$ cat src/rtl/muldiv_pkg.sv
// muldiv_pkg: shared constants and types for the RV32M multiply/divide unit.
// Holds the funct3 encodings, the FSM state type, the datapath width and
// the iteration count used by both the shift-add and restoring loops.
package muldiv_pkg;

    localparam int XLEN  = 32;
    localparam int ITER  = 32;
    localparam int CNT_W = 6;

    localparam logic [CNT_W-1:0] ITER_CNT = CNT_W'(ITER);

    localparam logic [2:0] F3_MUL    = 3'b000;
    localparam logic [2:0] F3_MULH   = 3'b001;
    localparam logic [2:0] F3_MULHSU = 3'b010;
    localparam logic [2:0] F3_MULHU  = 3'b011;
    localparam logic [2:0] F3_DIV    = 3'b100;
    localparam logic [2:0] F3_DIVU   = 3'b101;
    localparam logic [2:0] F3_REM    = 3'b110;
    localparam logic [2:0] F3_REMU   = 3'b111;

    typedef enum logic [1:0] {
        ST_IDLE = 2'd0,
        ST_MUL  = 2'd1,
        ST_DIV  = 2'd2,
        ST_DONE = 2'd3
    } state_t;

endpackage

$ cat src/rtl/muldiv_sign_fix.sv
// muldiv_sign_fix: conditional two's-complement, purely combinational.
// Used to turn signed operands into magnitudes and to restore the sign of
// the product, quotient and remainder.
module muldiv_sign_fix #(
    parameter int WIDTH = 32
) (
    input  logic [WIDTH-1:0] value,
    input  logic             negate,
    output logic [WIDTH-1:0] fixed
);

    // negate by subtracting from zero when requested
    assign fixed = negate ? ({WIDTH{1'b0}} - value) : value;

endmodule

$ cat src/rtl/muldiv_unit.sv
// muldiv_unit: iterative RV32M multiply/divide unit.
// Multiply is a 32-step shift-add on magnitudes; divide is a 32-step
// restoring division on magnitudes. Signs are applied at the end.
// Optional feature macro: MULDIV_EARLY_OUT_EN -- when defined, rs2 == 0 and
// signed overflow finish straight from IDLE with a one-cycle latency.
//
// state   | meaning
// --------+-----------------------------------------------
// IDLE    | waiting for start, outputs hold last result
// MUL     | one shift-add step per cycle, 32 cycles
// DIV     | one restoring step per cycle, 32 cycles
// DONE    | done/reg_write high for one cycle, back to IDLE
module muldiv_unit #(
    parameter int XLEN = 32
) (
    input  logic            clk,
    input  logic            reset,
    input  logic            start,
    input  logic [2:0]      funct3,
    input  logic [XLEN-1:0] rs1,
    input  logic [XLEN-1:0] rs2,
    input  logic [4:0]      rd_in,
    output logic            busy,
    output logic            done,
    output logic [XLEN-1:0] result,
    output logic [4:0]      rd_out,
    output logic            reg_write
);

    import muldiv_pkg::*;

    state_t       state;
    logic [5:0]   cnt;
    logic [63:0]  acc;
    logic [31:0]  opnd;
    logic [2:0]   op_q;
    logic [4:0]   rd_q;
    logic         neg_res;
    logic         neg_rem;
    logic         div_zero;

    logic         signed_a, signed_b;
    logic         neg_a, neg_b;
    logic [31:0]  mag_a, mag_b;

    logic [32:0]  mul_sum;
    logic [63:0]  mul_next;
    logic [33:0]  div_diff;
    logic         div_ok;
    logic [63:0]  div_next;
    logic [63:0]  prod_fix;
    logic [31:0]  quo_fix, rem_fix;
    logic [31:0]  mul_result, div_result;

    logic         early_hit;
    logic [31:0]  early_res;

    assign signed_a = (funct3 == F3_MULH) || (funct3 == F3_MULHSU) ||
                      (funct3 == F3_DIV)  || (funct3 == F3_REM);
    assign signed_b = (funct3 == F3_MULH) || (funct3 == F3_DIV) || (funct3 == F3_REM);
    assign neg_a    = signed_a & rs1[31];
    assign neg_b    = signed_b & rs2[31];

    muldiv_sign_fix #(.WIDTH(32)) u_fix_a (.value(rs1), .negate(neg_a), .fixed(mag_a));
    muldiv_sign_fix #(.WIDTH(32)) u_fix_b (.value(rs2), .negate(neg_b), .fixed(mag_b));

    // next accumulator values for one multiply step and one divide step
    always_comb begin
        mul_sum  = {1'b0, acc[63:32]} + (acc[0] ? {1'b0, opnd} : 33'd0);
        mul_next = {mul_sum, acc[31:1]};
        // partial remainder is 33 bits wide after the shift, so compare in 34
        div_diff = {1'b0, acc[63:31]} - {2'b00, opnd};
        div_ok   = ~|div_diff[33:32];
        div_next = div_ok ? {div_diff[31:0], acc[30:0], 1'b1} : {acc[62:0], 1'b0};
    end

    muldiv_sign_fix #(.WIDTH(64)) u_fix_prod (.value(mul_next),        .negate(neg_res), .fixed(prod_fix));
    muldiv_sign_fix #(.WIDTH(32)) u_fix_quo  (.value(div_next[31:0]),  .negate(neg_res), .fixed(quo_fix));
    muldiv_sign_fix #(.WIDTH(32)) u_fix_rem  (.value(div_next[63:32]), .negate(neg_rem), .fixed(rem_fix));

    // write-back selection from the final iteration; divide by zero forces all-ones quotient
    always_comb begin
        mul_result = (op_q == F3_MUL) ? prod_fix[31:0] : prod_fix[63:32];
        if (op_q[1])
            div_result = rem_fix;
        else if (div_zero)
            div_result = 32'hFFFF_FFFF;
        else
            div_result = quo_fix;
    end

`ifdef MULDIV_EARLY_OUT_EN
    logic ovf;
    assign ovf       = funct3[2] & ~funct3[0] & (rs1 == 32'h8000_0000) & (rs2 == 32'hFFFF_FFFF);
    assign early_hit = (rs2 == 32'd0) | ovf;
    // result for operations that finish without iterating
    always_comb begin
        if (!funct3[2])
            early_res = 32'd0;
        else if (rs2 == 32'd0)
            early_res = funct3[1] ? rs1 : 32'hFFFF_FFFF;
        else
            early_res = funct3[1] ? 32'd0 : 32'h8000_0000;
    end
`else
    assign early_hit = 1'b0;
    assign early_res = 32'd0;
`endif

    assign reg_write = done;

    // sequencing FSM with registered outputs
    always_ff @(posedge clk or posedge reset) begin
        if (reset) begin
            state    <= ST_IDLE;
            cnt      <= '0;
            acc      <= '0;
            opnd     <= '0;
            op_q     <= '0;
            rd_q     <= '0;
            neg_res  <= 1'b0;
            neg_rem  <= 1'b0;
            div_zero <= 1'b0;
            busy     <= 1'b0;
            done     <= 1'b0;
            result   <= '0;
            rd_out   <= '0;
        end else begin
            case (state)
                ST_IDLE: begin
                    done <= 1'b0;
                    if (start) begin
                        op_q     <= funct3;
                        rd_q     <= rd_in;
                        busy     <= 1'b1;
                        neg_res  <= neg_a ^ neg_b;
                        neg_rem  <= neg_a;
                        div_zero <= (rs2 == 32'd0);
                        cnt      <= ITER_CNT;
                        if (early_hit) begin
                            result <= early_res;
                            rd_out <= rd_in;
                            done   <= 1'b1;
                            state  <= ST_DONE;
                        end else if (funct3[2]) begin
                            acc   <= {32'd0, mag_a};
                            opnd  <= mag_b;
                            state <= ST_DIV;
                        end else begin
                            acc   <= {32'd0, mag_b};
                            opnd  <= mag_a;
                            state <= ST_MUL;
                        end
                    end
                end
                ST_MUL: begin
                    acc <= mul_next;
                    cnt <= cnt - 6'd1;
                    if (cnt == 6'd1) begin
                        result <= mul_result;
                        rd_out <= rd_q;
                        done   <= 1'b1;
                        state  <= ST_DONE;
                    end
                end
                ST_DIV: begin
                    acc <= div_next;
                    cnt <= cnt - 6'd1;
                    if (cnt == 6'd1) begin
                        result <= div_result;
                        rd_out <= rd_q;
                        done   <= 1'b1;
                        state  <= ST_DONE;
                    end
                end
                ST_DONE: begin
                    done  <= 1'b0;
                    busy  <= 1'b0;
                    state <= ST_IDLE;
                end
                default: state <= ST_IDLE;
            endcase
        end
    end

endmodule

$ cat config.mk
export PLATFORM = sky130hd
export DESIGN_NAME = muldiv_unit
export DESIGN_NICKNAME = d
export VERILOG_FILES = /design/src/rtl/muldiv_pkg.sv /design/src/rtl/muldiv_sign_fix.sv /design/src/rtl/muldiv_unit.sv
export SDC_FILE = /design/constraint.sdc
export NUM_CORES = 1
export LEC_CHECK = 0
export ABC_AREA = 1
export BUFFER_PORTS_ARGS = -buffer_cell sky130_fd_sc_hd__buf_2
export CAP_MARGIN = 20
export CORE_AREA = 5 5 279 281
export CTS_BUF_LIST = sky130_fd_sc_hd__clkbuf_8
export DETAILED_ROUTE_END_ITERATION = 7
export DIE_AREA = 0 0 284 286
export PLACE_DENSITY = 0.46
export SETUP_SLACK_MARGIN = 0.3
export SLEW_MARGIN = 15
export SYNTH_ARGS = -nofsm -noshare
export SYNTH_HDL_FRONTEND = slang
export SYNTH_SLANG_ARGS = --single-unit
$ cat constraint.sdc
create_clock -name clk -period 6.97 [get_ports clk]
set_clock_uncertainty 0.2 [all_clocks]
set_input_delay 1.0455 -clock clk [delete_from_list [all_inputs] [get_ports clk]]
set_output_delay 1.0455 -clock clk [all_outputs]
set_load 0.02 [all_outputs]
### Word level (Yosys, flattened, before mapping)

Cells that the tools add are included.

| word-level totals | value |
|---|---|
| logic and storage cells | 85 |
| input port bits | 75 |
| output and inout port bits | 40 |
| register bits after elaboration | 154 |

| operators by class | value |
|---|---|
| bitwise gates (word level) | 3 |
| add/sub/neg operators | 8 |
| reduce and logical (&&, ||, !) cells | 22 |
| equality and inequality tests | 12 |
| muxes and demuxes | 27 |

Operator list:

| cell | count |
|---|---|
| $mux 32 | 12 |
| $mux 64 | 3 |
| $pmux 64 s3 | 1 |
| $sub 1x32->32 const A | 4 |
| $pmux 32 s2 | 1 |
| $sub 1x64->64 const A | 1 |
| $sub 33x32->34 | 1 |
| $add 32x32->33 | 1 |
| $logic_not 32->1 | 1 |
| $pmux 6 s2 | 1 |
| $reduce_and 2->1 | 6 |
| $eq 3x3->1 const B | 2 |
| $eq 6x1->1 const B | 1 |
| $mux 2 | 3 |
| $mux 6 | 1 |
| $ne 2x2->1 const B | 3 |
| $pmux 2 s3 | 1 |
| $reduce_bool 2->1 | 3 |
| $reduce_or 2->1 | 3 |
| $sub 6x1->6 const B | 1 |
| $logic_or 1x1->1 | 5 |
| $eq 2x2->1 const B | 2 |
| $pmux 1 s2 | 2 |
| $eq 3x1->1 const B | 1 |
| 10 further kinds | 12 |

### Logic depth before layout (Yosys ltp)

| depth | value |
|---|---|
| word-level depth | 9 |
| mapped depth | 30 |

### By module

A second synthesis with hierarchy kept.

| unflattened totals | value |
|---|---|
| cells, all modules | 3506 |
| area, all modules | 20131.8 µm² |

Modules (own cells, without submodules):

| module | instances | sequential area each (µm²) | area each (µm²) | cells an instance |
|---|---|---|---|---|
| muldiv_unit | 1 | 3853.7 | 13606.8 | 2120 |
| muldiv_sign_fix (u_fix_a ...) | 4 | 0.0 | 1052.3 | 225 |
| muldiv_sign_fix (u_fix_prod) | 1 | 0.0 | 2316.0 | 486 |

### Least setup slack after synthesis

Ideal clock, no wire load.

| timing | value |
|---|---|
| path type | reg-to-reg |
| from | register acc[31] |
| to | register result[30] |
| cell stages (with the launch flop) | 27 |
| path buffers | 2 |
| period minus slack after synthesis | 3.775 ns |
| setup time | 0.117 ns |
| arrival time | 3.459 ns |
| setup slack | 3.195 ns |
| path through | dfrtp_1 -> inv_1 -> ha_1 -> fa_1 -> inv_1 -> nand2_1 -> nand2_1 -> nand3_1 -> nand2_2 -> nand2_2 -> nand2_2 -> nand2_2 -> nand3_2 -> nand3_4 -> buf_8 -> buf_6 -> o21ai_0 -> ha_1 -> nand3_2 -> nor2_2 -> nand2_1 -> o21ai_2 -> nand3_1 -> nand3_1 -> nand2_1 -> nand2_1 -> nand2_1 |

| between the ends | value |
|---|---|
| longest elaborated chain between the ends | 9 |
| elaborated cells between the ends (all ways) | 15 |
| classes of those cells | 4 x add/sub; 10 x mux; 1 x reduce/logical |

RTL lines:

| item | RTL line | source |
|---|---|---|
| from (decl) | muldiv_unit.sv:34 | `logic [63:0] acc;` |
| from (signal assigned) | muldiv_unit.sv:146 | `acc <= {32'd0, mag_a};` |
| from (signal assigned) | muldiv_unit.sv:150 | `acc <= {32'd0, mag_b};` |
| from (signal assigned) | muldiv_unit.sv:157 | `acc <= mul_next;` |
| $sub 33x32->34 | muldiv_unit.sv:72 | `div_diff = {1'b0, acc[63:31]} - {2'b00, opnd};` |
| $reduce_or 2->1 | muldiv_unit.sv:73 | `div_ok = ~\|div_diff[33:32];` |
| $mux 64 | muldiv_unit.sv:74 | `div_next = div_ok ? {div_diff[31:0], acc[30:0], 1'b1} : {acc[62:0], 1'b0};` |
| $sub 1x32->32 | muldiv_sign_fix.sv:13 | `assign fixed = negate ? ({WIDTH{1'b0}} - value) : value;` |
| $mux 32 | muldiv_sign_fix.sv:13 |  |
| $mux 32 | muldiv_unit.sv:86 | `else if (div_zero)` |
| $mux 32 | muldiv_unit.sv:84 | `if (op_q[1])` |
| $mux 32 | muldiv_unit.sv:169 | `if (cnt == 6'd1) begin` |
| $pmux 32 s2 (*) | muldiv_unit.sv:129 | `case (state)` |
| to (signal assigned) | muldiv_unit.sv:141 | `result <= early_res;` |
| to (signal assigned) | muldiv_unit.sv:160 | `result <= mul_result;` |
| to (signal assigned) | muldiv_unit.sv:170 | `result <= div_result;` |
| to (decl) | muldiv_unit.sv:25 | `output logic [XLEN-1:0] result,` |

Mark *: on every way between the ends. The rest lies on a longest branch, timed or not. The select of a mux whose other input is x is not followed.
A chain may end at the register's enable or synchronous reset.

### Worst setup path in the final report

| timing | value |
|---|---|
| from | register acc[31] |
| to | register result[20] |

Same word-level chain as after synthesis.

==> run metrics <==
result of the run finished, final reports clean; maximum number of pins on one net before global-route repair 78; depth of the worst hold-timing path 2; sum of negative setup slack 0 ps; cts repair resizes 0; global-route congestion overflow total 0; core outline area 75,200 um2; Clock Tree Buf Depth 2; Buffers on Ports 114; vias in the first global route 20,500; Chip Width 284 um; worst slew pin tran 1070 ps; hold violation count in the final report 0; wire length of the first global-routing pass 137,000 um; die area 81,200 um2; clock tree from TritonCTS built; number of enable-type register cells in the synthesized netlist 0; crit start category register; post-synth net total 3,345; synthesized area per cell 5.81 um2; Worst path slowest cell o21ai_0; prevailing post-synth register cell dfrtp_1; synthesized cell area 18,600 um2; Final HPWL DP 77,100 um; top cells by area, synth dfrtp_1, nand2_1, inv_1; type of the tightest min-delay check register to register; number of setup buffers added after CTS 0; Final Critical Period 4930 ps; overall fraction of global-route tracks in use 22.5%; share of layout cells above drive strength 1 8.40%; Vias per Instance 5.12; number of failing setup endpoints in the final timing report 0; Seq/Total Area, Yosys 20.8%; post-synth cell types 59; Placer Congestion 0.982; number of max-cap violations 0; start-to-end type of the worst setup path register to register; clock latency at the later pin of the worst-skew pair 580 ps; WP data arrival 5200 ps; per-cell routed wire length 22.3 um; initial DRC count 2,250; fin crit share 70.8%; count of clock tree sinks 154; remaining antenna violation count 0; number of pins with negative max-slew slack in the final report 0; instance count of the mapped netlist 3,193; initial antenna violation count 0; CP peak stage delay 580 ps; routed vias 21,700; commonest cells after routing, fill and taps aside nand2_1, inv_1, nor2_1; share of async-settable or async-resettable flops after synthesis 100%; f_max 203 MHz; net total in the final layout 3,390; cell-by-cell trace of the critical path inv_1, ha_1, fa_1, inv_1, nand2_1, nand2_1, nand3_1, nand2_2, nand2_2, nand2_2, nand2_2, nand3_2, nand3_4, o21ai_0, ha_1, nand3_2, nor2_2, nand3_1, nand2_2, nand2_1, nand3_1, nand3_1, nand3_1, nand2_1; commonest non-fill, non-tap cell in the layout nand2_1; number of H-tree branching levels 4; Initial Util 24.7%; reg2reg path depth 24; hold buffer count at cts 0; final routed DRC violation total 0; die height 286 um; Slew headroom 28.5%; area share of the leading cell type in the synthesized netlist 20.8%; register clock-pin slew on the reported worst setup and hold paths 110 ps; setup repair after global routing missed its margin false; dominant cell type by area after synthesis dfrtp_1; largest fanout of any net on the critical path 45; CP Capture Type register; total wirelength of the detailed-routed design 94,200 um; worst hold margin 288 ps; count of yosys warnings during synthesis 0; I/O Pins 115; number of buffers created by CTS 17; worst endpoint required time 7230 ps; DRT Pass-1 Iters 5; placement row count 101; cell at the root of the clock tree clkbuf_8; #FFs+latches synth 154; layout-stage area growth over the synthesis result 10.5%
-- kinds of logic (layout without fill, tap and decap cells) --
kind of cell	count (synthesis)	count (layout)	synth area share, %
other	0	1	0
flip-flops	154	154	20.8
multiplexers	1	1	0.0539
adder cells (fa/ha/maj)	77	77	5.27
AND/OR/NAND/NOR	1728	1728	39.5
buffers and inverters	562	620	11.7
AO/OA/AOI/OAI	578	578	18.4
XOR/XNOR	93	93	4.39
-- sequential cells by signal (all words and copies together), names as in the netlist --
| signal | flops |
|---|---|
| neg_rem | 1 |
| busy | 1 |
| cnt | 6 |
| rd_q | 5 |
| opnd | 32 |
| div_zero | 1 |
| op_q | 3 |
| result | 32 |
| state | 2 |
| acc | 64 |
| done | 1 |
| neg_res | 1 |
| rd_out | 5 |
-- routing by layer --
metal,track usage [%],wire (um),vias up
met4,8.48,3610,0
li1,-,-,10500
met5,0,0,-
met2,36.6,42500,873
met1,30.3,41600,10100
met3,3.14,6500,113
-- final cells by class --
| type | instances | area [um2] |
|---|---|---|
| Tap cell | 978 | 1220 |
| Antenna cell | 1 | 2.50 |
| Fill cell | 8623 | 54700 |
| Inverter | 446 | 1680 |
| Timing Repair Buffer | 142 | 781 |
| Sequential cell | 154 | 3850 |
| Multi-Input combinational cell | 2477 | 12600 |
| Clock buffer | 20 | 275 |
| Clock inverter | 12 | 139 |
-- per-stage QoR --
stage          util [%]  cell area, um2  setup slack [ps]  cells
2_1_floorplan         -           18600              1570   3193
3_3_place_gp       26.7           20100              2180   4197
3_5_place_dp       26.7           20100              2140   4197
4_1_cts            27.3           20500              2110   4229
5_1_grt            27.3           20500              1680   4229
6_report           27.3           20500              2040   4230
-- critical path, delay by kind of cell, from the launching register on --
kind / cells / cell delay (ps)
and+or+nand+nor: 18 / 2330
DFF: 1 / 400
adders and majority gates: 3 / 1000
AOI/OAI and AO/OA: 1 / 580
buffers and inverters: 2 / 240
-- cell usage after synthesis, drive strengths merged (9+ instances only) --
library cell,instances
nand3b,12
inv,440
xnor2,18
o211ai,26
nor3,46
dfrtp,154
ha,75
o221ai,22
nand3,225
o21bai,17
o22ai,41
nand2,962
a21oi,173
nor4,9
clkbuf,88
o21ai,198
nor2,386
xor2,75
a31oi,35
nand4,68
or2,15
buf,28
a22oi,32
-- path summary, 6_finish.rpt --
path | to | from | slack, ps
min reg2reg | result[17] | result[17] | 290
min in group asynchronous | acc[27] | reset | 380
min | result[17] | result[17] | 290
max reg2reg | result[20] | acc[31] | 2040
max | result[20] | acc[31] | 2040
max in group asynchronous | acc[48] | reset | 5050
Power is left out: the tool's default activity adds up to more than one toggle a clock period on the data nets, which glitch-free logic cannot reach.
